`config.mk`:
```
export PLATFORM = sky130hd
export DESIGN_NAME = match_scheduler
export DESIGN_NICKNAME = d
export VERILOG_FILES = /design/src/rtl/match_scheduler.sv
export SDC_FILE = /design/constraint.sdc
export NUM_CORES = 1
export LEC_CHECK = 0
export ABC_AREA = 1
export BUFFER_PORTS_ARGS = -buffer_cell sky130_fd_sc_hd__buf_2
export CORE_UTILIZATION = 47
export CTS_BUF_LIST = sky130_fd_sc_hd__clkbuf_4 sky130_fd_sc_hd__clkbuf_8
export CTS_CLUSTER_SIZE = 24
export DETAILED_ROUTE_END_ITERATION = 10
export GPL_TIMING_DRIVEN = 0
export PLACE_DENSITY = 0.86
export SLEW_MARGIN = 30
export SYNTH_ARGS = -nofsm -noshare
export SYNTH_HDL_FRONTEND = slang
export SYNTH_SLANG_ARGS = --single-unit
```
`constraint.sdc`:
```
create_clock -name clk -period 2.7 [get_ports clk]
set_input_delay 0.27 -clock clk [delete_from_list [all_inputs] [get_ports clk]]
set_output_delay 0.27 -clock clk [all_outputs]
set_load 0.005 [all_outputs]
```
`src/rtl/match_scheduler.sv`:
```
// match_scheduler
//   Shares one vocabulary matcher between NUM_REQ requesters. A round-robin
//   arbiter picks a requester, the latched word is sent to the matcher with a
//   one-cycle cs pulse, and the result returns to the owner. The matcher keeps
//   done high until it is reset, so it gets a one-cycle reset pulse after
//   every lookup.
//
//   Optional macro MATCH_SCHED_TIMEOUT_EN adds a watchdog. If the matcher does
//   not answer within TIMEOUT_CYCLES WAIT cycles, the lookup is aborted with
//   rsp_err=1.
//
// Ports
//   clk, rst_n   clock and asynchronous active-low reset
//   req          per-requester level request
//   req_word     per-requester word, slice i belongs to requester i
//   gnt          one-hot acceptance pulse
//   rsp_valid    one-hot result pulse to the owner
//   rsp_found    word present (held until next result)
//   rsp_addr     matcher address at completion (held)
//   rsp_err      lookup aborted by the watchdog (held)
//   busy         high whenever a lookup is in flight
//   mch_rst_n    registered reset to the matcher
//   mch_cs       matcher start pulse
//   mch_word     latched word to the matcher
//   mch_done     matcher done, sticky until matcher reset
//   mch_found    matcher found flag
//   mch_addr     matcher final address
//
// state | meaning
// IDLE  | matcher out of reset, arbitrating among requests
// ISSUE | grant issued, starting the matcher
// WAIT  | waiting for done (and watchdog, when enabled)
// RESP  | result pulse to the owner, matcher held in reset
module match_scheduler #(
  parameter int NUM_REQ        = 4,
  parameter int WORD_LENGTH    = 3,
  parameter int DATA_WIDTH     = 8,
  parameter int ADDR_WIDTH     = 4,
  parameter int TIMEOUT_CYCLES = 64
) (
  input  logic                                     clk,
  input  logic                                     rst_n,
  input  logic [NUM_REQ-1:0]                       req,
  input  logic [NUM_REQ*WORD_LENGTH*DATA_WIDTH-1:0] req_word,
  output logic [NUM_REQ-1:0]                       gnt,
  output logic [NUM_REQ-1:0]                       rsp_valid,
  output logic                                     rsp_found,
  output logic [ADDR_WIDTH-1:0]                    rsp_addr,
  output logic                                     rsp_err,
  output logic                                     busy,
  output logic                                     mch_rst_n,
  output logic                                     mch_cs,
  output logic [WORD_LENGTH*DATA_WIDTH-1:0]        mch_word,
  input  logic                                     mch_done,
  input  logic                                     mch_found,
  input  logic [ADDR_WIDTH-1:0]                    mch_addr
);

  localparam int WW   = WORD_LENGTH * DATA_WIDTH;
  localparam int IDXW = $clog2(NUM_REQ);

  typedef enum logic [1:0] {IDLE, ISSUE, WAIT, RESP} state_t;

  state_t              state, state_n;
  logic [IDXW-1:0]     last, last_n;
  logic [IDXW-1:0]     owner, owner_n;
  logic [NUM_REQ-1:0]  gnt_n, rsp_valid_n;
  logic                rsp_found_n, busy_n, mch_rst_n_n, mch_cs_n;
  logic [ADDR_WIDTH-1:0] rsp_addr_n;
  logic [WW-1:0]       mch_word_n;

  logic                pick_valid;
  logic [IDXW-1:0]     pick;

`ifdef MATCH_SCHED_TIMEOUT_EN
  localparam int WD_W = $clog2(TIMEOUT_CYCLES + 1);
  localparam logic [WD_W-1:0] WD_LAST = WD_W'(TIMEOUT_CYCLES - 1);
  logic [WD_W-1:0] wd_cnt, wd_cnt_n;
  logic            rsp_err_n;
`endif

  // Round-robin search starting just after the last owner.
  always_comb begin
    int j;
    logic [IDXW-1:0] cand;
    pick_valid = 1'b0;
    pick       = '0;
    j          = 0;
    cand       = '0;
    for (int k = 1; k <= NUM_REQ; k++) begin
      j    = (int'(last) + k) % NUM_REQ;
      cand = IDXW'(j);
      if (!pick_valid && req[cand]) begin
        pick_valid = 1'b1;
        pick       = cand;
      end
    end
  end

  always_comb begin
    state_n     = state;
    last_n      = last;
    owner_n     = owner;
    gnt_n       = '0;
    rsp_valid_n = '0;
    rsp_found_n = rsp_found;
    rsp_addr_n  = rsp_addr;
    mch_cs_n    = 1'b0;
    mch_word_n  = mch_word;
    mch_rst_n_n = 1'b1;
`ifdef MATCH_SCHED_TIMEOUT_EN
    wd_cnt_n    = wd_cnt;
    rsp_err_n   = rsp_err;
`endif
    case (state)
      IDLE: begin
        if (pick_valid) begin
          gnt_n      = NUM_REQ'(1) << pick;
          mch_word_n = req_word[int'(pick)*WW +: WW];
          owner_n    = pick;
          last_n     = pick;
          state_n    = ISSUE;
        end
      end
      ISSUE: begin
        mch_cs_n = 1'b1;
        state_n  = WAIT;
`ifdef MATCH_SCHED_TIMEOUT_EN
        wd_cnt_n = '0;
`endif
      end
      WAIT: begin
        // The cycle in which cs is visible to the matcher is not part of the
        // wait window; done cannot legitimately be a response yet.
        if (!mch_cs) begin
          if (mch_done) begin
            rsp_found_n = mch_found;
            rsp_addr_n  = mch_addr;
            rsp_valid_n = NUM_REQ'(1) << owner;
            mch_rst_n_n = 1'b0;
            state_n     = RESP;
`ifdef MATCH_SCHED_TIMEOUT_EN
            rsp_err_n   = 1'b0;
          end else if (wd_cnt == WD_LAST) begin
            rsp_err_n   = 1'b1;
            rsp_found_n = 1'b0;
            rsp_addr_n  = '0;
            rsp_valid_n = NUM_REQ'(1) << owner;
            mch_rst_n_n = 1'b0;
            state_n     = RESP;
          end else begin
            wd_cnt_n    = wd_cnt + 1'b1;
`endif
          end
        end
      end
      RESP: begin
        state_n = IDLE;
      end
      default: state_n = IDLE;
    endcase
    busy_n = (state_n != IDLE);
  end

  always_ff @(posedge clk or negedge rst_n) begin
    if (!rst_n) begin
      state     <= IDLE;
      last      <= IDXW'(NUM_REQ - 1);
      owner     <= '0;
      gnt       <= '0;
      rsp_valid <= '0;
      rsp_found <= 1'b0;
      rsp_addr  <= '0;
      busy      <= 1'b0;
      mch_rst_n <= 1'b0;
      mch_cs    <= 1'b0;
      mch_word  <= '0;
    end else begin
      state     <= state_n;
      last      <= last_n;
      owner     <= owner_n;
      gnt       <= gnt_n;
      rsp_valid <= rsp_valid_n;
      rsp_found <= rsp_found_n;
      rsp_addr  <= rsp_addr_n;
      busy      <= busy_n;
      mch_rst_n <= mch_rst_n_n;
      mch_cs    <= mch_cs_n;
      mch_word  <= mch_word_n;
    end
  end

`ifdef MATCH_SCHED_TIMEOUT_EN
  always_ff @(posedge clk or negedge rst_n) begin
    if (!rst_n) begin
      wd_cnt  <= '0;
      rsp_err <= 1'b0;
    end else begin
      wd_cnt  <= wd_cnt_n;
      rsp_err <= rsp_err_n;
    end
  end
`else
  assign rsp_err = 1'b0;
`endif

endmodule

```
=== Word level (Yosys, flattened, before mapping) ===
Index checks and enable logic that the tools add are counted.

* Register bits: 46
* Bits of input ports: 108
* Output and inout bits: 41
* Logic and storage cells: 66

* Add/subtract/negate cells: 4
* Multiply operators: 1
* $lt $le $gt $ge: 4
* Equal/unequal tests: 3
* Shift operators: 3
* Multiplexer cells: 29
* Bitwise operators: 1
* Reduce and logical (&&, ||, !) cells: 10

{| class="wikitable"
|+ Operators by type and width
! kind !! count
|-
| 96-bit by 8-bit variable part select with 24-bit output || 1
|-
| 4-bit two-way mux || 5
|-
| 2-bit two-way mux || 7
|-
| 2-bit by 3-bit less-than comparator with 1-bit output (second input constant) || 4
|-
| 1-bit two-way mux || 12
|-
| 1-bit binary-select mux with 2-bit select || 4
|-
| 2-bit case mux with 4 select lines || 1
|-
| 1-bit by 2-bit << shifter with 4-bit output (first input constant) || 2
|-
| 2-bit by 1-bit adder with 2-bit output (second input constant) || 2
|-
| 2-bit adder (second input constant) || 2
|-
| 2-bit == test (second input constant) || 2
|-
| 2-bit by 2-bit multiplier with 4-bit output (second input constant) || 1
|-
| 1-bit logical AND || 3
|-
| 1-bit zero test || 3
|-
| 3-bit AND reduction || 1
|-
| 2-bit by 1-bit == test with 1-bit output (second input constant) || 1
|-
| 2-bit zero test || 1
|-
| 2-bit AND reduction || 1
|-
| 2-bit nonzero test || 1
|-
| 1-bit NOT || 1
|}

=== Depth between registers and ports, before layout ===
* Depth in word-level cells: 16
* Mapped depth: 14
* Gate-level depth less buffers: 13

=== Least setup slack after synthesis ===
No wires, ideal clock.

* Kind: reg-to-reg
* Start: register last[0]
* End: register mch_word[0]
* Setup time: 0.121 ns
* Data arrival time: 1.799 ns
* Data required time: 2.579 ns
* Slack: 0.780 ns
* Cell stages (with the launch flop): 14
* Buffers on the path: 3
* Clock period less this slack: 1.920 ns
* Cell sequence: dfstp_2 > buf_6 > nand2_1 > nand3_1 > nand2_1 > nor2_4 > nand2_1 > or2_1 > nand2_2 > buf_6 > nor2_4 > buf_6 > nand2_2 > nand3_2

* Longest elaborated chain between the ends: 15
* Elaborated cells between the ends (all ways): 29
* Those cells by class: add/sub: 4; mul: 1; shift: 1; mux: 16; reduce/logical: 7

{| class="wikitable"
|+ Ends and longest elaborated chain
! element !! RTL line !! RTL
|-
| start, declared || 65 || <nowiki>logic [IDXW-1:0] last, last_n;</nowiki>
|-
| start signal, assigned || 168 || <nowiki>last <= IDXW'(NUM_REQ - 1);</nowiki>
|-
| start signal, assigned || 180 || <nowiki>last <= last_n;</nowiki>
|-
| 2-bit by 1-bit adder with 2-bit output || 91 || <nowiki>j = (int'(last) + k) % NUM_REQ;</nowiki>
|-
| 1-bit binary-select mux with 2-bit select || 93 || <nowiki>if (!pick_valid && req[cand]) begin</nowiki>
|-
| 1-bit two-way mux (not written as such) || 93 ||
|-
| 1-bit two-way mux || 93 ||
|-
| 1-bit zero test || 93 ||
|-
| 1-bit logical AND || 93 ||
|-
| 1-bit two-way mux || 93 ||
|-
| 1-bit zero test || 93 ||
|-
| 1-bit logical AND || 93 ||
|-
| 1-bit two-way mux || 93 ||
|-
| 1-bit zero test || 93 ||
|-
| 1-bit logical AND || 93 ||
|-
| 2-bit two-way mux || 93 ||
|-
| 2-bit by 2-bit multiplier with 4-bit output || 119 || <nowiki>mch_word_n = req_word[int'(pick)*WW +: WW];</nowiki>
|-
| 96-bit by 8-bit variable part select with 24-bit output || 119 ||
|-
| end signal, assigned || 189 || <nowiki>mch_word <= mch_word_n;</nowiki>
|-
| end, declared || 53 || <nowiki>output logic [WORD_LENGTH*DATA_WIDTH-1:0] mch_word,</nowiki>
|}

Parallel ways exist; a longest one is shown, timed or not. The select of a mux whose other input is x is not followed.
A chain may end at the register's enable or synchronous reset.

=== Worst setup path after layout ===
* Start: register last[1]
* End: register mch_word[5]

The elaborated chain is that of the path after synthesis.

==> flow_summary.yaml <==
run_status:
  outcome: "finished with violations"
  violations: "negative hold slack"
routing:
  dr.first_iter.drc_count: 106
  drc: 0
  route.vias.total: 3268
  first_pass_iters: 4
  vias_per_cell: 5.08
  routed_wl_um: 8450
  drtAntennaViolNets: 0
  drt-wirelength-per-cell_um: 13.1
clocking:
  numCtsBuffers: 5
  ctsHtreeMaxLevel: 2
  clk-insertion-delay-late_ps: 300
  cts_resized: 0
  cts_buffer_depth: 2
  cts_tree: "built"
  cts-root-buf: "clkbuf_8"
  cts_hold_buf: 0
  cts_setup_buffers: 0
  clkTransAtPathRegs_ps: 80
  clock_sinks: 46
worst_setup_path:
  cp-startpoint: "last[1]$_DFFE_PN1P_"
  crit_path_max_fanout: 10
  arrival_ps: 2550
  start_kind: "register"
  cp-end-kind: "register"
  reg2reg_depth: 13
  crit_type: "register to register"
  reg2reg_to: "mch_word[5]$_DFFE_PN0P_"
  required_ps: 2940
  slowest_delay_ps: 600
  crit_slowest_cell: "dfstp_2"
  r2r_start: "last[1]$_DFFE_PN1P_"
  r2r_slack_ps: 390
  crit_chain: "inv_2 -> nand2_2 -> nand2_2 -> nand2_2 -> nand2_2 -> o21bai_1 -> nand2_1 -> nand2_1 -> clkbuf_1 -> nand3_1 -> nand2_1 -> nand2_1 -> nand3_1"
timing:
  fmax_mhz: 433
  timing.final.hold_violations: 44
  fin_tns_setup_ps: 0
  drv_slew: 0
  fin_ws_ps: 389
  period_minus_slack_ps: 2310
  period_share_pct: 85.6
  relSlewSlack_pct: 55.5
  finClkSkew_ps: 8.14
  grt_setup_unrepaired: "no"
  hold_slack_ps: -45.4
  finalSetupViolCount: 0
  tightest_slew_ps: 663
place:
  dpl.hpwl_um: 6510
  io_buffers: 147
  dp_slack_ps: 466
  dpl.cell_count: 636
  gp_congestion: 0.865
cells_and_area:
  fill_cells: 550
  fin_nets: 679
  drive_gt1_share_pct: 38.0
  instances_no_fill: 643
  num_antenna_cells: 0
  final_cell_mix: "nand2_1 (193), buf_2 (158), nand3_1 (68)"
  syn_to_final_growth_pct: 31.5
  layout_commonest_cell: "nand2_1"
global_route:
  antenna_found_initial: 0
  grt_max_degree: 47
  grt_pass1_wl_um: 13200
  first_global_vias: 2926
  track_usage_pct: 26.9
  overflow: 0
logic_synthesis:
  yosysSeqAreaShare_pct: 39.9
  syn_nets: 525
  synth_cells: 414
  synth_edf_count: 0
  yosysUniqueCellTypes: 23
  yosys-top-cells-area: "dfrtp_1 (38%), nand2_1 (25%), nand3_1 (12%)"
  synth_area_per_cell_um2: 6.98
  synth-seq-cells: 46
  synth_top_area_share_pct: 38.1
  async_reset_ff_share_pct: 100
  netlist_area_um2: 2890
  yosysWarnings: 0
  yosysTopAreaCell: "dfrtp_1"
  synth_ff_type: "dfrtp_1"
flow_run:
  maxCapViolations: 0
floorplan:
  core_um2: 5920
  row_count: 28
  start_util_pct: 48.8
  fp.dieW_um: 80.4
  die_h_um: 80.4
  io_pins: 149
  dieArea_um2: 6460
pwr:
  leakagePower_nw: 2.28
  ir_drop_v: 0.000923
  p_per_area_nw_per_um2: 1340
worst_hold_path:
  hold_class: "input pin to async pin"
==> registers in the layout, indices dropped and copies added, names as in the netlist <==
signal and count:
busy 1, gnt 4, last 2, mch_cs 1, mch_rst_n 1, mch_word 24, owner 2, rsp_addr 4
rsp_found 1, rsp_valid 4, state 2
==> power by group <==
part	internal (mW)	switching [mW]
Sequential	1.01	0.159
Combinational	1.27	2.26
Clock	0.174	0.228
Total	2.45	2.64
==> layer usage <==
layer	track usage [%]	vias up	share of wire, %
met4	8.39	0	1.4
met5	0	-	0
met2	46.7	169	49
met1	33.0	1472	41
met3	5.80	12	8.5
li1	-	1615	-
==> worst max-delay path by stage <==
stage	cells after the start	slack (ps)	endpoint
after global routing	13	200	mch_word[5]$_DFFE_PN0P_
after CTS	13	430	mch_word[5]$_DFFE_PN0P_
after global placement	12	590	mch_word[5]$_DFFE_PN0P_
after detailed placement	13	470	mch_word[5]$_DFFE_PN0P_
after floorplan	13	780	mch_word[0]$_DFFE_PN0P_
final	13	390	mch_word[5]$_DFFE_PN0P_
==> cells by family (layout without fill, tap and decap cells) <==
logic type      Yosys count  after routing  synth area share (%)
simple gates            313            313                  49.2
flops                    46             46                  39.9
buf+inv                  42            196                  7.54
compound gates            9              9                  1.91
fa+ha+maj                 3              3                  1.30
other cells               1              1                 0.130
==> area by class of cell <==
cell class                 count  area, um2  share of cell area [%]
timing repair buffer         147        738                    19.4
sequential                    46       1150                    30.4
tap                           75       93.8                    2.47
multi-input combinational    326       1520                    39.9
buffer                        25        154                    4.05
clock buffer                   5       68.8                    1.81
clock inverter                 2       10.0                   0.264
inverter                      17       63.8                    1.68
==> worst max-delay path: cells and delay by family (launching register included) <==
kind | cells | cell delay (ps)
AND/OR/NAND/NOR | 10 | 960
flip-flops | 1 | 600
AO/OA/AOI/OAI | 1 | 140
buffers and inverters | 2 | 560
==> synth_stat cells (2+ instances only) <==
library cell    n
buf_2          12
buf_4           4
buf_6           4
clkbuf_1        5
dfrtp_1        44
dfstp_2         2
ha_1            3
inv_1          15
inv_2           2
nand2_1       193
nand2_2        26
nand3_1        68
nand3_2         8
nand4_1         4
nor2_1          3
nor2_4          3
nor3_1          6
o21ai_0         5
o21ai_1         2
or2_1           2
==> through the flow <==
step                cell area, um2  total power [mW]  utilization [%]
floorplan                     2890              3.66                -
global placement              3720              4.56             62.8
detailed placement            3720              4.69             62.8
CTS                           3800              5.09             64.1
global route                  3800              5.62             64.2
finish                        3800              5.10             64.2
(Power assumes the default switching activity.)
